**config.mk**
```make
export PLATFORM = sky130hd
export DESIGN_NAME = conv_window_scheduler
export DESIGN_NICKNAME = d
export VERILOG_FILES = /design/src/rtl/conv_window_scheduler.sv
export SDC_FILE = /design/constraint.sdc
export NUM_CORES = 1
export LEC_CHECK = 0
export CAP_MARGIN = 5
export CORE_MARGIN = 4
export CORE_UTILIZATION = 35
export CTS_CLUSTER_SIZE = 8
export DETAILED_ROUTE_END_ITERATION = 6
export GPL_ROUTABILITY_DRIVEN = 0
export SLEW_MARGIN = 0
export SYNTH_ARGS = -nofsm -noshare
export SYNTH_HDL_FRONTEND = slang
export SYNTH_SLANG_ARGS = --single-unit
```
**constraint.sdc**
```tcl
create_clock -name clk -period 2.8 [get_ports clk]
set_clock_uncertainty 0.05 [all_clocks]
set_input_delay 0.56 -clock clk [delete_from_list [all_inputs] [get_ports clk]]
set_output_delay 0.56 -clock clk [all_outputs]
set_load 0.03 [all_outputs]
```
**src/rtl/conv_window_scheduler.sv**
```systemverilog
// Convolution window sweep sequencer: walks output rows/columns and issues KER_SIZE column fetches per pixel.
// Optional stall performance counter enabled by defining SCHED_PERF_CNT_EN.
module conv_window_scheduler #(
  parameter int KER_SIZE    = 3,
  parameter int STRIDE      = 1,
  parameter int INPUT_X_DIM = 28,
  parameter int INPUT_Y_DIM = 28,
  parameter int PAD         = 1,
  parameter int AW          = 5
) (
  input  logic          clk,
  input  logic          rstn,
  input  logic          start,
  input  logic          rows_ready,
  output logic          win_valid,
  input  logic          win_ready,
  output logic [AW-1:0] col_addr,
  output logic          col_pad,
  output logic [3:0]    win_k,
  output logic          win_last,
  output logic [7:0]    out_x,
  output logic [7:0]    out_y,
  output logic          row_done,
  output logic          frame_done,
  output logic          busy,
  output logic [15:0]   stall_cycles
);

  localparam int OUT_X = (INPUT_X_DIM + 2*PAD - KER_SIZE)/STRIDE + 1;
  localparam int OUT_Y = (INPUT_Y_DIM + 2*PAD - KER_SIZE)/STRIDE + 1;

  localparam logic signed [AW+1:0] STRIDE_S   = (AW+2)'(STRIDE);
  localparam logic signed [AW+1:0] PAD_S      = (AW+2)'(PAD);
  localparam logic signed [AW+1:0] LAST_COL_S = (AW+2)'(INPUT_X_DIM-1);

  typedef enum logic [2:0] {
    IDLE,
    WAIT_ROWS,
    SWEEP,
    ROW_END,
    DONE
  } state_t;

  state_t r_state;
  state_t w_nextState;

  logic [3:0] r_k;
  logic [7:0] r_ox;
  logic [7:0] r_oy;

  logic w_accept;
  logic w_lastK;
  logic w_lastX;
  logic w_lastY;
  logic signed [AW+1:0] w_x;
  logic w_outside;

  assign w_lastK  = (r_k  == 4'(KER_SIZE-1));
  assign w_lastX  = (r_ox == 8'(OUT_X-1));
  assign w_lastY  = (r_oy == 8'(OUT_Y-1));
  assign w_accept = (r_state == SWEEP) && win_ready;

  always_ff @(posedge clk or negedge rstn) begin
    if (!rstn) begin
      r_state <= IDLE;
    end else begin
      r_state <= w_nextState;
    end
  end

  always_comb begin
    w_nextState = r_state;
    win_valid   = 1'b0;
    row_done    = 1'b0;
    frame_done  = 1'b0;
    busy        = (r_state != IDLE);
    case (r_state)
      IDLE: begin
        if (start) w_nextState = WAIT_ROWS;
      end
      WAIT_ROWS: begin
        if (rows_ready) w_nextState = SWEEP;
      end
      SWEEP: begin
        win_valid = 1'b1;
        if (w_accept && w_lastK && w_lastX) w_nextState = ROW_END;
      end
      ROW_END: begin
        row_done    = 1'b1;
        w_nextState = w_lastY ? DONE : WAIT_ROWS;
      end
      DONE: begin
        frame_done  = 1'b1;
        w_nextState = IDLE;
      end
      default: w_nextState = IDLE;
    endcase
  end

  // Sweep position: k runs fastest, then ox; oy advances once per finished row.
  always_ff @(posedge clk or negedge rstn) begin
    if (!rstn) begin
      r_k  <= '0;
      r_ox <= '0;
      r_oy <= '0;
    end else begin
      case (r_state)
        IDLE: begin
          if (start) begin
            r_k  <= '0;
            r_ox <= '0;
            r_oy <= '0;
          end
        end
        SWEEP: begin
          if (w_accept) begin
            if (w_lastK) begin
              r_k  <= '0;
              r_ox <= w_lastX ? 8'd0 : r_ox + 8'd1;
            end else begin
              r_k <= r_k + 4'd1;
            end
          end
        end
        ROW_END: begin
          if (!w_lastY) r_oy <= r_oy + 8'd1;
        end
        default: ;
      endcase
    end
  end

  // Pad/address outputs are masked outside SWEEP so they read 0 at reset and between rows.
  assign w_x       = $signed((AW+2)'(r_ox)) * STRIDE_S + $signed((AW+2)'(r_k)) - PAD_S;
  assign w_outside = w_x[AW+1] || (w_x > LAST_COL_S);
  assign col_pad   = win_valid && w_outside;
  assign col_addr  = (win_valid && !w_outside) ? w_x[AW-1:0] : '0;
  assign win_k     = r_k;
  assign win_last  = w_lastK;
  assign out_x     = r_ox;
  assign out_y     = r_oy;

`ifdef SCHED_PERF_CNT_EN
  logic [15:0] r_stall;

  always_ff @(posedge clk or negedge rstn) begin
    if (!rstn) begin
      r_stall <= '0;
    end else if (r_state == IDLE && start) begin
      r_stall <= '0;
    end else if (((r_state == SWEEP && !win_ready) || r_state == WAIT_ROWS) &&
                 (r_stall != 16'hFFFF)) begin
      r_stall <= r_stall + 16'd1;
    end
  end

  assign stall_cycles = r_stall;
`else
  assign stall_cycles = '0;
`endif

endmodule

```
Word level (Yosys, flattened, before mapping). Cells that the tools add are included.

Bits in registers: 23. Input port bits: 5.

Order comparisons: 1. Equality and inequality tests: 13. Add/subtract/negate cells: 5. Reductions and logical operators: 15. Muxes and demuxes: 20.

Operator list (count): 8-bit 2-to-1 mux (5); 8-bit one-hot mux with 2 select lines (2); 8-bit by 1-bit adder with 8-bit output (second input constant) (2); 8-bit by 5-bit == test with 1-bit output (second input constant) (2); 3-bit 2-to-1 mux (4); 4-bit 2-to-1 mux (3); 3-bit one-hot mux with 4 select lines (1); 2-bit inequality test (second input constant) (5); 3-bit AND reduction (3); 4-bit one-hot mux with 2 select lines (1); 7-bit by 5-bit adder with 7-bit output (1); 7-bit by 6-bit > comparator with 1-bit output (second input constant) (1); 7-bit by 2-bit subtractor with 7-bit output (second input constant) (1); 3-bit by 2-bit == test with 1-bit output (second input constant) (2); 1-bit logical AND (5); 5-bit 2-to-1 mux (1); 4-bit by 1-bit adder with 4-bit output (second input constant) (1); 4-bit by 2-bit == test with 1-bit output (second input constant) (1); 4-bit AND reduction (1); 2-bit nonzero test (2); 3-bit by 1-bit == test with 1-bit output (second input constant) (1); 3-bit == test (second input constant) (1); 3-bit logical NOT (1); 1-bit 2-to-1 mux (3); other kinds (4) (4).

Logic depth before layout (Yosys ltp). Gate-level depths: netlist of the first run.

Word-level depth: 7. Mapped depth: 9. Gate-level depth less buffers: 9.

Worst setup path after synthesis of the first run. Ideal clock, no wire load.

Kind: reg-to-output. Start point: reg r_ox[2] (netlist: out_x[2]). End point: out col_addr[3]. Path buffers: 0. Data required time: 2190 ps. Cell stages (with the launch flop): 9. Path slack: -972 ps. Arrival time: 3162 ps. Path through: dfrtp_1 > inv_1 > ha_1 > inv_1 > ha_1 > a211oi_2 > or4_1 > o2111a_1 > nor4b_1.

Word-level cells in the longest chain between the ends: 7.

RTL lines: start: declaration (line 48) `logic [7:0] r_ox;`; start signal: assignment (line 119) `r_ox <= w_lastX ? 8'd0 : r_ox + 8'd1;`; 7-bit by 5-bit adder with 7-bit output * (line 134) `assign w_x = $signed((AW+2)'(r_ox)) * STRIDE_S + $signed((AW+2)'(r_k)) - PAD_S;`; 7-bit by 2-bit subtractor with 7-bit output * (line 134); 7-bit by 6-bit > comparator with 1-bit output (line 135) `assign w_outside = w_x[AW+1] || (w_x > LAST_COL_S);`; 1-bit logical OR (line 135); 1-bit logical NOT (line 137) `assign col_addr = (win_valid && !w_outside) ? w_x[AW-1:0] : '0;`; 1-bit logical AND (line 137); 5-bit 2-to-1 mux * (line 137); end: declaration (line 17) `output logic [AW-1:0] col_addr,`.

Mark *: on every way between the ends. The rest lies on a longest branch, timed or not.

Final worst setup path of the first run. Same ends and word-level chain as after synthesis.

==> results of run 1 <==
## final cells by class
cell class,count,area (um^2)
clock buffers,4,45.0
repair buffers,66,617
fillers,538,2720
well taps,72,90.1
inverters,24,92.6
flip-flops and latches,23,584
multi-input cells,165,1330
## power by group
group          leakage (nW)  internal, W  switching [W]  total [W]
Sequential            0.300     0.000401      0.0000844   0.000485
Clock                0.0228     0.000102       0.000114   0.000215
Combinational         0.874      0.00119        0.00127    0.00246
## sequential cells by signal, summed over array words and instances (netlist names)
signal   flops
win_k        4
r_state      3
out_y        8
out_x        8
## cells by family (layout without fill, tap and decap cells)
family	after synthesis	after routing
other cells	1	16
simple gates	80	80
compound gates	45	45
buf+inv	49	94
xor+xnor	6	6
mux	2	2
flops	23	23
fa+ha+maj	16	16
## metrics by stage
step	TNS (ps)	instance area, um^2
4_1_cts	-1730	2740
3_5_place_dp	-322	2630
3_3_place_gp	-116	2630
2_1_floorplan	-1010	2190
6_report	-1620	2760
5_1_grt	-2310	2760
## timing repair
item,4_1_cts,5_1_grt
pin swaps,1,4
endpoints found under the setup margin,6,7
buffers inserted,5,0
gates resized for setup,7,5
hold endpoints to repair,0,0
## cells in the mapped netlist, types with 4 or more instances
master,number
nand4_1,7
nor3_1,8
nand2_1,11
inv_1,24
a211oi_1,6
o22ai_1,5
buf_4,18
and3_1,4
o21ai_0,5
a21oi_1,7
nor2_1,15
ha_1,15
dfrtp_1,23
nand3_1,8
## critical path: stages, from the launching register on
cell and delay (ps):
dfrtp_2 370, inv_2 60, ha_4 270, inv_4 40
ha_4 260, a211oi_4 50, or4_1 460, o2111a_2 270
nor4b_4 320, buf_6 170
## layer usage
metal	wire, um	vias to the layer above	share of wire, %
li1	-	880	-
met1	2220	826	46
met2	2310	42	48
met3	190	7	4.0
met4	58	0	1.2
met5	0	-	0
## path summary, 6_finish.rpt
path,startpoint,end,slack [ps],cells after the start
setup / recovery,out_x[2],col_addr[3],-340,9
hold reg to reg,out_y[1],out_y[1],520,2
hold / removal,out_y[1],out_y[1],520,2
max in group asynchronous,rstn,win_k[3],1830,2
setup reg to reg,out_x[5],out_x[6],870,6
min in group asynchronous,rstn,out_y[7],580,2
==> out/metrics.yaml, run 1 <==
status:
  status: "finished, violations left"
  violations: "negative setup slack"
sta:
  slew_viol_final: 0
  period_needed_ps: 3140
  fin_crit_sh_pct: 112
  setup-violations-final: 6
  holdWs_ps: 515
  final_hold_viol_count: 0
  worst_slack_ps: -336
  tightest_slew_ps: 545
  max_slew_margin_pct: 63.2
  rsz0062_at_grt: "yes"
  fmax_mhz: 319
logic_synthesis:
  synth_compound_area_share_pct: 17.2
  synth_top_family_by_area: "simple AND/OR/NAND/NOR gates"
  ys_types: 62
  synthSimpleGateAreaFrac_pct: 24.8
  synth-async-reset-ratio_pct: 100
  synth_xor_area_share_pct: 2.67
  synthAdderAreaFrac_pct: 10.5
  syn_avg_cell_area_um2: 8.87
  synth_edf_count: 0
  yosysTopAreaCell: "dfrtp_1"
  synth_seq_cells: 23
  ys_top_cells_by_area: "dfrtp_1 (29%), ha_1 (9.5%), buf_4 (6.9%)"
  syn-cell-area_mm2: 0.00197
  muxShareOfSynthArea_pct: 1.02
  synth-seq-area-share_pct: 29.2
  synth_top_area_share_pct: 29.2
  yosysWarningCount: 0
  syn_inst: 222
  synth_flop_cell: "dfrtp_1"
cells_and_area:
  fin_nets: 304
  syn_to_final_growth_pct: 40.0
  utilization_pct: 50.4
  final_common_cell: "clkdlybuf4s50_1"
  n_antenna_cell: 0
  final_cell_mix: "clkdlybuf4s50_1 (28), buf_4 (27), inv_1 (18), conb_1 (16), dfrtp_1 (16)"
  drive_gt1_share_pct: 31.2
  stdcell_count: 354
global_route:
  grt_start_max_net_pins: 24
  grt_use_met2_pct: 23.3
  grt_use_met1_pct: 18.5
  grt_pass1_wl_mm: 8.15
  grt_use_met3_pct: 2.68
  groute.usage.overall_pct: 14.0
  antenna_found_initial: 0
  top_usage_layer: "met2"
  grt_pass1_vias: 1731
  grt_overflow: 0
pwr:
  power.total_w: 0.00316
  p_leak_nw: 1.20
  power_density_mw_per_mm2: 1150
  peakVddDrop_mv: 1.01
clock_tree:
  clk_pin_slew_ps: 90
  cts_buffers: 3
  cts_buffer_depth: 2
  cts_tree: "yes"
  clk_latency_ps: 270
  ctsHoldBuffers: 0
  cts_sinks: 23
  cts.htree.levels: 1
  clockRootBuffer: "clkbuf_8"
detailed_routing:
  dr.pass1.iters: 4
  drcViolationCount: 0
  route.final.wire_length_mm: 4.78
  antenna_left: 0
  drtIter0Drc: 93
  via_per_inst: 4.96
  wire_per_inst_um: 13.5
  dr_total_vias: 1755
worst_setup_path:
  worstPathRequired_ps: 2190
  critPathLaunchType: "flop"
  cp-end-kind: "output pin"
  path_max_fanout: 6
  path_class: "reg2out"
  arrival_ps: 2530
die:
  row_count: 27
  die-height_um: 83.0
  fp.dieArea_mm2: 0.00689
  start_util_pct: 36.0
  die_x_um: 83.0
  core_area_mm2: 0.00547
  ioPinCount: 52
place:
  preCtsSetupSlack_ps: -72.8
  portBuffers: 35
  hpwl_mm: 3.82
  placedCellCount: 345
hold_path:
  hold_path_class: "reg2reg"
job:
  drv_cap: 0
(Power assumes the default switching activity.)
==> run 2: changes to the inputs <==
--- a/config.mk
+++ b/config.mk
@@ -7,10 +7,12 @@
 export LEC_CHECK = 0
 export CAP_MARGIN = 5
 export CORE_MARGIN = 4
-export CORE_UTILIZATION = 35
+export CORE_UTILIZATION = 49
 export CTS_CLUSTER_SIZE = 8
 export DETAILED_ROUTE_END_ITERATION = 6
 export GPL_ROUTABILITY_DRIVEN = 0
+export MAX_ROUTING_LAYER = met4
+export PLACE_DENSITY = 0.81
 export SLEW_MARGIN = 0
 export SYNTH_ARGS = -nofsm -noshare
 export SYNTH_HDL_FRONTEND = slang
==> out/metrics.yaml, run 2 (same netlist as run 1, synthesis figures left out) <==
cells_and_area:
  fin_area_mm2: 0.00271  # -1.6%
  final_common_cell: "buf_4"
  drive_gt1_share_pct: 31.1  # -0.13 points
  fin_nets: 302  # -0.66%
  stdcell_count: 328  # -7.3%
  final_cell_mix: "buf_4 (29), clkdlybuf4s50_1 (28), inv_1 (18), conb_1 (16), dfrtp_1 (16)"
  n_antenna_cell: 0  # unchanged
  syn_to_final_growth_pct: 37.7
  fillCellCount: 293  # -46%
global_route:
  grt_start_max_net_pins: 24  # unchanged
  groute.usage.overall_pct: 20.4  # +6.4 points
  grt_pass1_vias: 1694  # -2.1%
  grt_overflow: 0  # unchanged
  antenna_found_initial: 0  # unchanged
  grt_pass1_wl_mm: 8.09  # -0.76%
die:
  start_util_pct: 52.2  # +16 points
  fp.dieArea_mm2: 0.00510  # -26%
  row_count: 22  # -19%
  core_area_mm2: 0.00377  # -31%
  die_x_um: 71.4  # -14%
  die-height_um: 71.4  # -14%
  ioPinCount: 52  # unchanged
clock_tree:
  clk_pin_slew_ps: 90  # about the same
  cts_tree: "yes"
  clockRootBuffer: "clkbuf_8"
  cts_sinks: 23  # unchanged
  clk_latency_ps: 280  # about the same
  cts_buffers: 3  # unchanged
  cts_buffer_depth: 2  # unchanged
  cts.htree.levels: 1  # unchanged
sta:
  final_hold_viol_count: 0  # unchanged
  rsz0062_at_grt: "yes"
  period_needed_ps: 3170  # +35.5 ps
  holdWs_ps: 528  # +12.6 ps
  slew_viol_final: 0  # unchanged
  setup-violations-final: 6  # unchanged
  worst_slack_ps: -371  # -35.5 ps
  max_slew_margin_pct: 54.2  # -8.9 points
  tns_ps: -1800  # -177 ps
  tightest_slew_ps: 685  # +139 ps
  fin_crit_sh_pct: 113  # +1.3 points
  fmax_mhz: 315  # -1.1%
status:
  violations: "negative setup slack"
  status: "finished, violations left"
detailed_routing:
  antenna_left: 0  # unchanged
  route.final.wire_length_mm: 4.96  # +3.7%
  wire_per_inst_um: 15.1  # +12%
  dr_total_vias: 1828  # +4.2%
  drcViolationCount: 0  # unchanged
  drtIter0Drc: 61  # -34%
  dr.pass1.iters: 4  # unchanged
  via_per_inst: 5.57  # +12%
worst_setup_path:
  arrival_ps: 2560  # +30 ps
  critPathLaunchType: "flop"
  worstPathRequired_ps: 2190  # about the same
  path_max_fanout: 6  # unchanged
  path_class: "reg2out"
  reg2reg_setup_slack_ps: 720  # -150 ps
  cp-end-kind: "output pin"
pwr:
  power.total_w: 0.00307  # -2.8%
  p_leak_nw: 1.19  # -0.98%
  power_density_mw_per_mm2: 1130  # -1.3%
  peakVddDrop_mv: 0.526  # -48%
place:
  placed_area_mm2: 0.00257  # -2.0%
  portBuffers: 35  # unchanged
  hpwl_mm: 3.70  # -3.2%
  placedCellCount: 318  # -7.8%
hold_path:
  hold_path_class: "reg2reg"
job:
  drv_cap: 0  # unchanged
## run 2: changes by cell type in the layout (fill, tap and decap cells not counted)
cell / change
clkinvlp_4: +1
inv_4: +1
buf_6: -4
ha_2: -1
ha_4: +1
inv_2: -1
buf_4: +2
clkbuf_1: -1
## run 2: worst max-delay path, stage by stage (launching register included)
cell      delay [ps]
dfrtp_2          400
inv_4             50
ha_4             260
inv_2             40
ha_4             160
fa_2             360
xor2_2           170
o211ai_1         170
o22ai_4          120
buf_12           160
nor4b_4          190
buf_4            190
## run 2: power breakdown
group	switching (W)	internal (W)
Combinational	0.00129	0.00108
Sequential	0.0000745	0.000401
Clock	0.000120	0.000101
## run 2: routing by layer
layer	vias to the layer above	routed length, um	global-route usage (%)
met2	57	2500	32.0
met1	883	2110	26.1
li1	878	-	-
met5	-	0	-
met4	0	119	9.39
met3	10	231	2.52
## run 2: what timing repair did
item	in CTS	in global routing
hold buffers	0	0
pin swaps	9	4
setup endpoints to repair	6	7
buffers inserted	4	2
resized for setup	4	6
## run 2: metrics by stage
step	util [%]	setup WS, ps
3_3_place_gp	68.3	-57.9
2_1_floorplan	-	-256
4_1_cts	70.9	-387
6_report	71.9	-371
5_1_grt	71.9	-474
3_5_place_dp	68.3	-141
## run 2: layout make-up
type | count | area, um^2 | share of cell area, %
Multi-Input combinational cell | 165 | 1340 | 49.3
Timing Repair Buffer | 64 | 587 | 21.6
Sequential cell | 23 | 584 | 21.5
Inverter | 24 | 95.1 | 3.51
Tap cell | 48 | 60.1 | 2.21
Clock buffer | 3 | 41.3 | 1.52
Clock inverter | 1 | 7.51 | 0.277
## run 2: final timing paths
| path | startpoint | endpoint | depth (start not counted) |
|---|---|---|---|
| worst max-delay path | out_x[1] | col_addr[3] | 11 |
| worst min-delay path | out_y[0] | out_y[0] | 1 |
| worst max register to register | out_x[2] | out_x[7] | 7 |
| worst min register to register | out_y[0] | out_y[0] | 1 |
| max in group asynchronous | rstn | out_x[3] | 2 |
| min in group asynchronous | rstn | out_y[6] | 2 |
